File: src/rtl/puf_arbiter_pkg.sv
// Shared definitions for the PUF arbiter: FSM encoding and default timing constants.
package puf_arbiter_pkg;

    typedef enum logic [1:0] {
        ST_IDLE    = 2'd0,
        ST_ENG_RST = 2'd1,
        ST_RUN     = 2'd2,
        ST_RESP    = 2'd3
    } state_e;

    localparam logic [15:0] TIMEOUT_DEF     = 16'd1023;
    localparam int          ENG_RST_CYC_DEF = 2;
    localparam logic [7:0]  ERR_CNT_MAX     = 8'd255;

endpackage

File: src/rtl/puf_arbiter_rr_pick.sv
// Round-robin picker: first asserted request at or after ptr+1, wrapping at N_REQ.
module rr_pick #(
    parameter int N_REQ = 4
) (
    input  logic [N_REQ-1:0] req_i,
    input  logic [2:0]       ptr_i,
    output logic [2:0]       gnt_o,
    output logic             any_o
);

    logic found;

    // NOTE: every variable written here gets a default first, so no latch is inferred.
    always_comb begin
        gnt_o = 3'd0;
        found = 1'b0;
        for (int k = 1; k <= N_REQ; k++) begin
            for (int j = 0; j < N_REQ; j++) begin
                if (!found && req_i[j] && (j == ((int'(ptr_i) + k) % N_REQ))) begin
                    gnt_o = 3'(j);
                    found = 1'b1;
                end
            end
        end
    end

    assign any_o = |req_i;

endmodule

File: src/rtl/puf_arbiter.sv
// Arbitrates N_REQ requesters onto one shared PUF engine: reset, run with timeout, respond.
module puf_arbiter
    import puf_arbiter_pkg::*;
#(
    parameter int          N_REQ       = 4,
    parameter logic [15:0] TIMEOUT     = TIMEOUT_DEF,
    parameter int          ENG_RST_CYC = ENG_RST_CYC_DEF
) (
    input  logic                 clk,
    input  logic                 rst,
    input  logic [N_REQ-1:0]     req,
    input  logic [16*N_REQ-1:0]  chal_in,
    output logic [N_REQ-1:0]     resp_valid,
    input  logic [N_REQ-1:0]     resp_ready,
    output logic [127:0]         resp_data,
    output logic                 resp_err,
    output logic [2:0]           gnt_id,
    output logic                 busy,
    output logic                 eng_rst,
    output logic [15:0]          eng_chal,
    input  logic [127:0]         eng_resp,
    input  logic                 eng_done,
    output logic [7:0]           err_cnt
);

    localparam int RC_W = (ENG_RST_CYC > 1) ? $clog2(ENG_RST_CYC) : 1;
    localparam logic [RC_W-1:0] RC_LAST = RC_W'(ENG_RST_CYC - 1);

    state_e          state_q, state_d;
    logic [2:0]      gnt_q, gnt_d;
    logic [2:0]      ptr_q, ptr_d;
    logic [15:0]     chal_q, chal_d;
    logic [RC_W-1:0] rc_q, rc_d;
    logic [15:0]     run_cnt_q, run_cnt_d;
    logic [127:0]    data_q, data_d;
    logic            err_q, err_d;
    logic [7:0]      err_cnt_q, err_cnt_d;

    logic [2:0]      pick;
    logic            any_req;
    logic [15:0]     chal_sel;
    logic            accept;

    rr_pick #(.N_REQ(N_REQ)) u_rr_pick (
        .req_i (req),
        .ptr_i (ptr_q),
        .gnt_o (pick),
        .any_o (any_req)
    );

    always_comb begin
        chal_sel = 16'd0;
        for (int j = 0; j < N_REQ; j++) begin
            if (pick == 3'(j)) chal_sel = chal_in[16*j +: 16];
        end
    end

    assign resp_valid = (state_q == ST_RESP) ? (N_REQ'(1) << gnt_q) : '0;
    // Only the granted lane's ready can complete the handshake.
    assign accept     = |(resp_ready & resp_valid);

    always_comb begin
        state_d   = state_q;
        gnt_d     = gnt_q;
        ptr_d     = ptr_q;
        chal_d    = chal_q;
        rc_d      = rc_q;
        run_cnt_d = run_cnt_q;
        data_d    = data_q;
        err_d     = err_q;
        err_cnt_d = err_cnt_q;
        unique case (state_q)
            ST_IDLE: begin
                if (any_req) begin
                    gnt_d   = pick;
                    chal_d  = chal_sel;
                    rc_d    = '0;
                    state_d = ST_ENG_RST;
                end
            end
            ST_ENG_RST: begin
                if (rc_q == RC_LAST) begin
                    run_cnt_d = 16'd0;
                    state_d   = ST_RUN;
                end else begin
                    rc_d = rc_q + 1'b1;
                end
            end
            ST_RUN: begin
                // Completion is checked first so it wins over a coincident timeout.
                if (eng_done) begin
                    data_d  = eng_resp;
                    err_d   = 1'b0;
                    state_d = ST_RESP;
                end else if (run_cnt_q == TIMEOUT) begin
                    data_d  = '0;
                    err_d   = 1'b1;
                    if (err_cnt_q != ERR_CNT_MAX) err_cnt_d = err_cnt_q + 8'd1;
                    state_d = ST_RESP;
                end else begin
                    run_cnt_d = run_cnt_q + 16'd1;
                end
            end
            ST_RESP: begin
                if (accept) begin
                    ptr_d   = gnt_q;
                    state_d = ST_IDLE;
                end
            end
            default: state_d = ST_IDLE;
        endcase
    end

    // NOTE: state registers use non-blocking assignments so all flops update together.
    always_ff @(posedge clk or negedge rst) begin
        if (!rst) begin
            state_q   <= ST_IDLE;
            gnt_q     <= 3'd0;
            ptr_q     <= 3'(N_REQ - 1);
            chal_q    <= 16'd0;
            rc_q      <= '0;
            run_cnt_q <= 16'd0;
            data_q    <= '0;
            err_q     <= 1'b0;
            err_cnt_q <= 8'd0;
        end else begin
            state_q   <= state_d;
            gnt_q     <= gnt_d;
            ptr_q     <= ptr_d;
            chal_q    <= chal_d;
            rc_q      <= rc_d;
            run_cnt_q <= run_cnt_d;
            data_q    <= data_d;
            err_q     <= err_d;
            err_cnt_q <= err_cnt_d;
        end
    end

    assign busy      = (state_q != ST_IDLE);
    assign eng_rst   = (state_q == ST_IDLE) || (state_q == ST_ENG_RST);
    assign gnt_id    = gnt_q;
    assign eng_chal  = chal_q;
    assign resp_data = data_q;
    assign resp_err  = err_q;
    assign err_cnt   = err_cnt_q;

endmodule

File: config.mk
export PLATFORM = sky130hd
export DESIGN_NAME = puf_arbiter
export DESIGN_NICKNAME = d
export VERILOG_FILES = /design/src/rtl/puf_arbiter_pkg.sv /design/src/rtl/puf_arbiter_rr_pick.sv /design/src/rtl/puf_arbiter.sv
export SDC_FILE = /design/constraint.sdc
export NUM_CORES = 1
export LEC_CHECK = 0
export CAP_MARGIN = 5
export CORE_MARGIN = 2
export CORE_UTILIZATION = 35
export DETAILED_ROUTE_END_ITERATION = 8
export HOLD_SLACK_MARGIN = 0.15
export PLACE_DENSITY = 0.71
export SETUP_SLACK_MARGIN = 0.15
export SLEW_MARGIN = 40
export SYNTH_ARGS = -nofsm -noshare
export SYNTH_HDL_FRONTEND = slang
export SYNTH_SLANG_ARGS = --single-unit
File: constraint.sdc
create_clock -name clk -period 3.5 [get_ports clk]
set_input_delay 0.525 -clock clk [delete_from_list [all_inputs] [get_ports clk]]
set_output_delay 0.525 -clock clk [all_outputs]
set_load 0.02 [all_outputs]
==> results.cfg <==
[sta]
worst_slew_pin_slew_ns = 0.764
tns_ns = 0
hold_viol_final = 0
max_freq_ghz = 0.351
timing.final.crit_share_pct = 81.4
maxSlewHeadroom_pct = 49.1
drv_slew = 0
finClkSkew_ns = 0.0124
setup_viol = 0
rsz0062_at_grt = false
layout_min_cycle_time_ns = 2.85

[routing]
drt_iter0_markers = 280
vias = 6220
wl_mm = 23.3
wl_per_cell_um = 19.2
vias_per_cell = 5.15
drc = 0
antenna_left = 0
dr.pass1.iters = 4

[worst_setup_path]
crit_required_ns = 3.80
reg2reg_depth = 6
r2r_start = run_cnt_q[13]$_DFFE_PN0P_
max_stage_delay_ns = 0.50
cp-start-kind = flop
path_max_fanout = 66
reg2reg_slack_ns = 0.65
endpoint_kind = flop
crit_path_top_delay_cell = nor4_1
reg2reg_to = resp_data[65]$_DFFE_PN0P_
worstPathCellList = nor4_1 -> nand4_1 -> nand2_1 -> nand2_4 -> buf_12 -> a22o_1
cp_data_arrival_time_ns = 3.16
path_class = flop to flop

[hold_path]
min_to = eng_chal[6]$_DFFE_PN0P_
hp-class = flop to flop
min_from = eng_chal[6]$_DFFE_PN0P_
hold_path_depth = 2

[job]
maxCapViolCount = 0

[pwr]
peakVddDrop_v = 0.000434
p_total_uw = 10400
leakage_uw = 0.00508
cellPowerDensity_mw_per_mm2 = 881

[yosys]
ys.flop_type = dfrtp_1
synth_edf_count = 0
async_flop_share_pct = 100
yosysSeqAreaShare_pct = 60.4
ys_types = 52
synthesis.area_mm2 = 0.00729
synth.avg_cell_area_um2 = 12.7
ys_ff_latch = 176
synth.net_count = 785
postSynthCellCount = 576
yosys_warnings = 0

[die]
die-area_mm2 = 0.0220
start_util_pct = 35.8
row_count = 52
io_pins = 365
core-area_mm2 = 0.0204
dieHeight_um = 148
die_x_um = 148

[final_layout]
syn_to_final_growth_pct = 62.2
fillers = 1696
num-nets-final = 1134
drive_gt1_share_pct = 5.76
diodes = 0

[run_status]
outcome = finished clean

[global_routing]
grt_overflow = 0
grt_pass1_wl_mm = 35.6
grtUsageTotal_pct = 20.8
grt_max_degree = 123
grt_pass1_vias = 6428
antenna_found_initial = 1

[placement]
portBuffers = 363
hpwl_mm = 16.8
globalplace.congestion = 0.799

[clock_network]
cts_num_sinks = 176
htree_levels = 4
cts_root_buffer = clkbuf_16
clockBufferDepth = 2
path_clk_slew_ns = 0.08
cts_buffers = 17
clock_latency_ns = 0.42
cts_tree = yes
-- kinds of logic (layout without fill, tap and decap cells) --
| family | count (synthesis) | after routing | share of synthesized area (%) |
|---|---|---|---|
| AOI/OAI and AO/OA | 192 | 192 | 21.8 |
| DFF | 176 | 176 | 60.4 |
| and+or+nand+nor | 100 | 100 | 7.17 |
| buffers and inverters | 53 | 415 | 3.09 |
| muxes | 39 | 39 | 5.39 |
| xor gates and xnor gates | 9 | 9 | 1.08 |
| adders and majority gates | 6 | 6 | 1.03 |
| other | 1 | 1 | 0.0514 |
-- cell usage after synthesis, types with 2 or more instances --
master | instances | share of area [%]
a22o_1 | 128 | 15
or3_1 | 2 | 0.17
o31ai_1 | 4 | 0.41
o221ai_1 | 16 | 1.9
a221o_1 | 2 | 0.27
and3_1 | 6 | 0.51
inv_1 | 9 | 0.46
o21ai_0 | 11 | 0.75
xor2_1 | 2 | 0.24
or4_1 | 4 | 0.41
nor3_1 | 5 | 0.34
nor4_1 | 3 | 0.26
mux2i_1 | 37 | 5.1
xnor2_1 | 7 | 0.84
a21oi_1 | 14 | 0.96
ha_1 | 6 | 1.0
nor2_1 | 17 | 0.88
and4_1 | 3 | 0.36
mux2_2 | 2 | 0.31
a211o_1 | 2 | 0.24
dfstp_2 | 2 | 0.72
nand3_1 | 7 | 0.48
o41ai_1 | 2 | 0.24
or2_2 | 2 | 0.17
nand2b_1 | 4 | 0.34
nand2_1 | 30 | 1.5
nor2b_1 | 6 | 0.51
nand4_1 | 6 | 0.51
dfrtp_1 | 174 | 60
buf_2 | 18 | 1.2
clkbuf_1 | 24 | 1.2
-- what timing repair did --
action | in CTS | in global routing
gates resized for setup | 0 | 0
buffers inserted | 0 | 0
hold buffers | 1 | 0
hold endpoints to repair | 58 | 0
-- area by class of cell --
class | instances | area, um^2 | area share (%)
Multi-Input combinational cell | 347 | 2690 | 22.7
Inverter | 9 | 33.8 | 0.286
Clock buffer | 18 | 439 | 3.71
Tap cell | 270 | 338 | 2.86
Timing Repair Buffer | 374 | 3760 | 31.8
Sequential cell | 176 | 4410 | 37.3
Clock inverter | 14 | 165 | 1.40
-- power by group --
group          switching [uW]  leakage (uW)  total [uW]  internal (uW)
Clock                     887      0.000293        1930           1040
Combinational            2530       0.00256        5080           2540
Sequential                522       0.00222        3420           2890
-- metrics by stage --
stage | hold WS, ns | util (%) | setup WS, ns | area (um^2) | cells
after floorplan | 0.229 | - | 1.41 | 7290 | 576
after global placement | 0.473 | 55.0 | 0.661 | 11200 | 1173
after detailed placement | 0.475 | 55.1 | 0.617 | 11200 | 1175
after CTS | 0.492 | 58.1 | 0.686 | 11800 | 1208
after global routing | 0.519 | 58.1 | 0.370 | 11800 | 1208
final | 0.490 | 58.1 | 0.649 | 11800 | 1208
-- layout by cell type, fill, tap and decap left out, types with 2 or more instances in the layout --
cell             netlist  routed
a211o_1                2       2
nor2_1                17      16
inv_6                  0       4
o31ai_1                4       4
inv_8                  0       3
nand3_1                7       7
and3_1                 6       6
mux2i_1               37      37
dfrtp_1              174     174
a221o_1                2       2
nor4_1                 3       3
nor2b_1                6       6
a22o_1               128     128
nand2_1               30      29
nor3_1                 5       5
nand2b_1               4       4
inv_1                  9       9
xnor2_1                7       7
or3_1                  2       2
or4_1                  4       4
and4_1                 3       3
buf_4                  1       6
xor2_1                 2       2
mux2_2                 2       2
buf_12                 0       3
buf_6                  0       2
o21ai_0               11      11
clkinv_8               0       2
clkdlybuf4s50_1        0     362
a21oi_1               14      14
clkbuf_16              0      17
or2_2                  2       2
o221ai_1              16      16
nand4_1                6       6
ha_1                   6       6
dfstp_2                2       2
clkinv_4               0       3
o41ai_1                2       2
-- registers in the layout, indices dropped and copies added, names as in the netlist --
signal and flops:
run_cnt_q 16, resp_err 1, resp_data 128, err_cnt 8, gnt_id 2, state_q 2, ptr_q 2, rc_q 1
eng_chal 16
-- how the worst max path moves through the flow --
| stage | from | cells past startpoint | to | slack, ns |
|---|---|---|---|---|
| 2_1_floorplan | state_q[1]$_DFFE_PN0P_ | 7 | run_cnt_q[15]$_DFFE_PN0P_ | 1.41 |
| 5_1_grt | run_cnt_q[13]$_DFFE_PN0P_ | 6 | resp_data[41]$_DFFE_PN0P_ | 0.37 |
| 3_3_place_gp | req[2] | 5 | eng_chal[7]$_DFFE_PN0P_ | 0.66 |
| 6_report | run_cnt_q[13]$_DFFE_PN0P_ | 6 | resp_data[65]$_DFFE_PN0P_ | 0.65 |
| 4_1_cts | run_cnt_q[13]$_DFFE_PN0P_ | 6 | resp_data[52]$_DFFE_PN0P_ | 0.69 |
| 3_5_place_dp | req[2] | 5 | eng_chal[5]$_DFFE_PN0P_ | 0.62 |
-- layer usage --
| metal | global-route usage [%] | vias up | routed length, um | share of wire, % |
|---|---|---|---|---|
| li1 | - | 2894 | - | - |
| met1 | 24.7 | 3041 | 9100 | 39 |
| met2 | 35.7 | 249 | 11800 | 51 |
| met3 | 6.53 | 34 | 1690 | 7.3 |
| met4 | 7.43 | 2 | 650 | 2.8 |
| met5 | 0 | - | 13 | 0.056 |
-- worst max-delay path, delay by kind of cell, from the launching register on --
family,cells,cell delay (ns)
AO/OA/AOI/OAI,1,0.27
AND/OR/NAND/NOR,4,1.57
buffers and inverters,1,0.40
flip-flops,1,0.43
(Power assumes the default switching activity.)
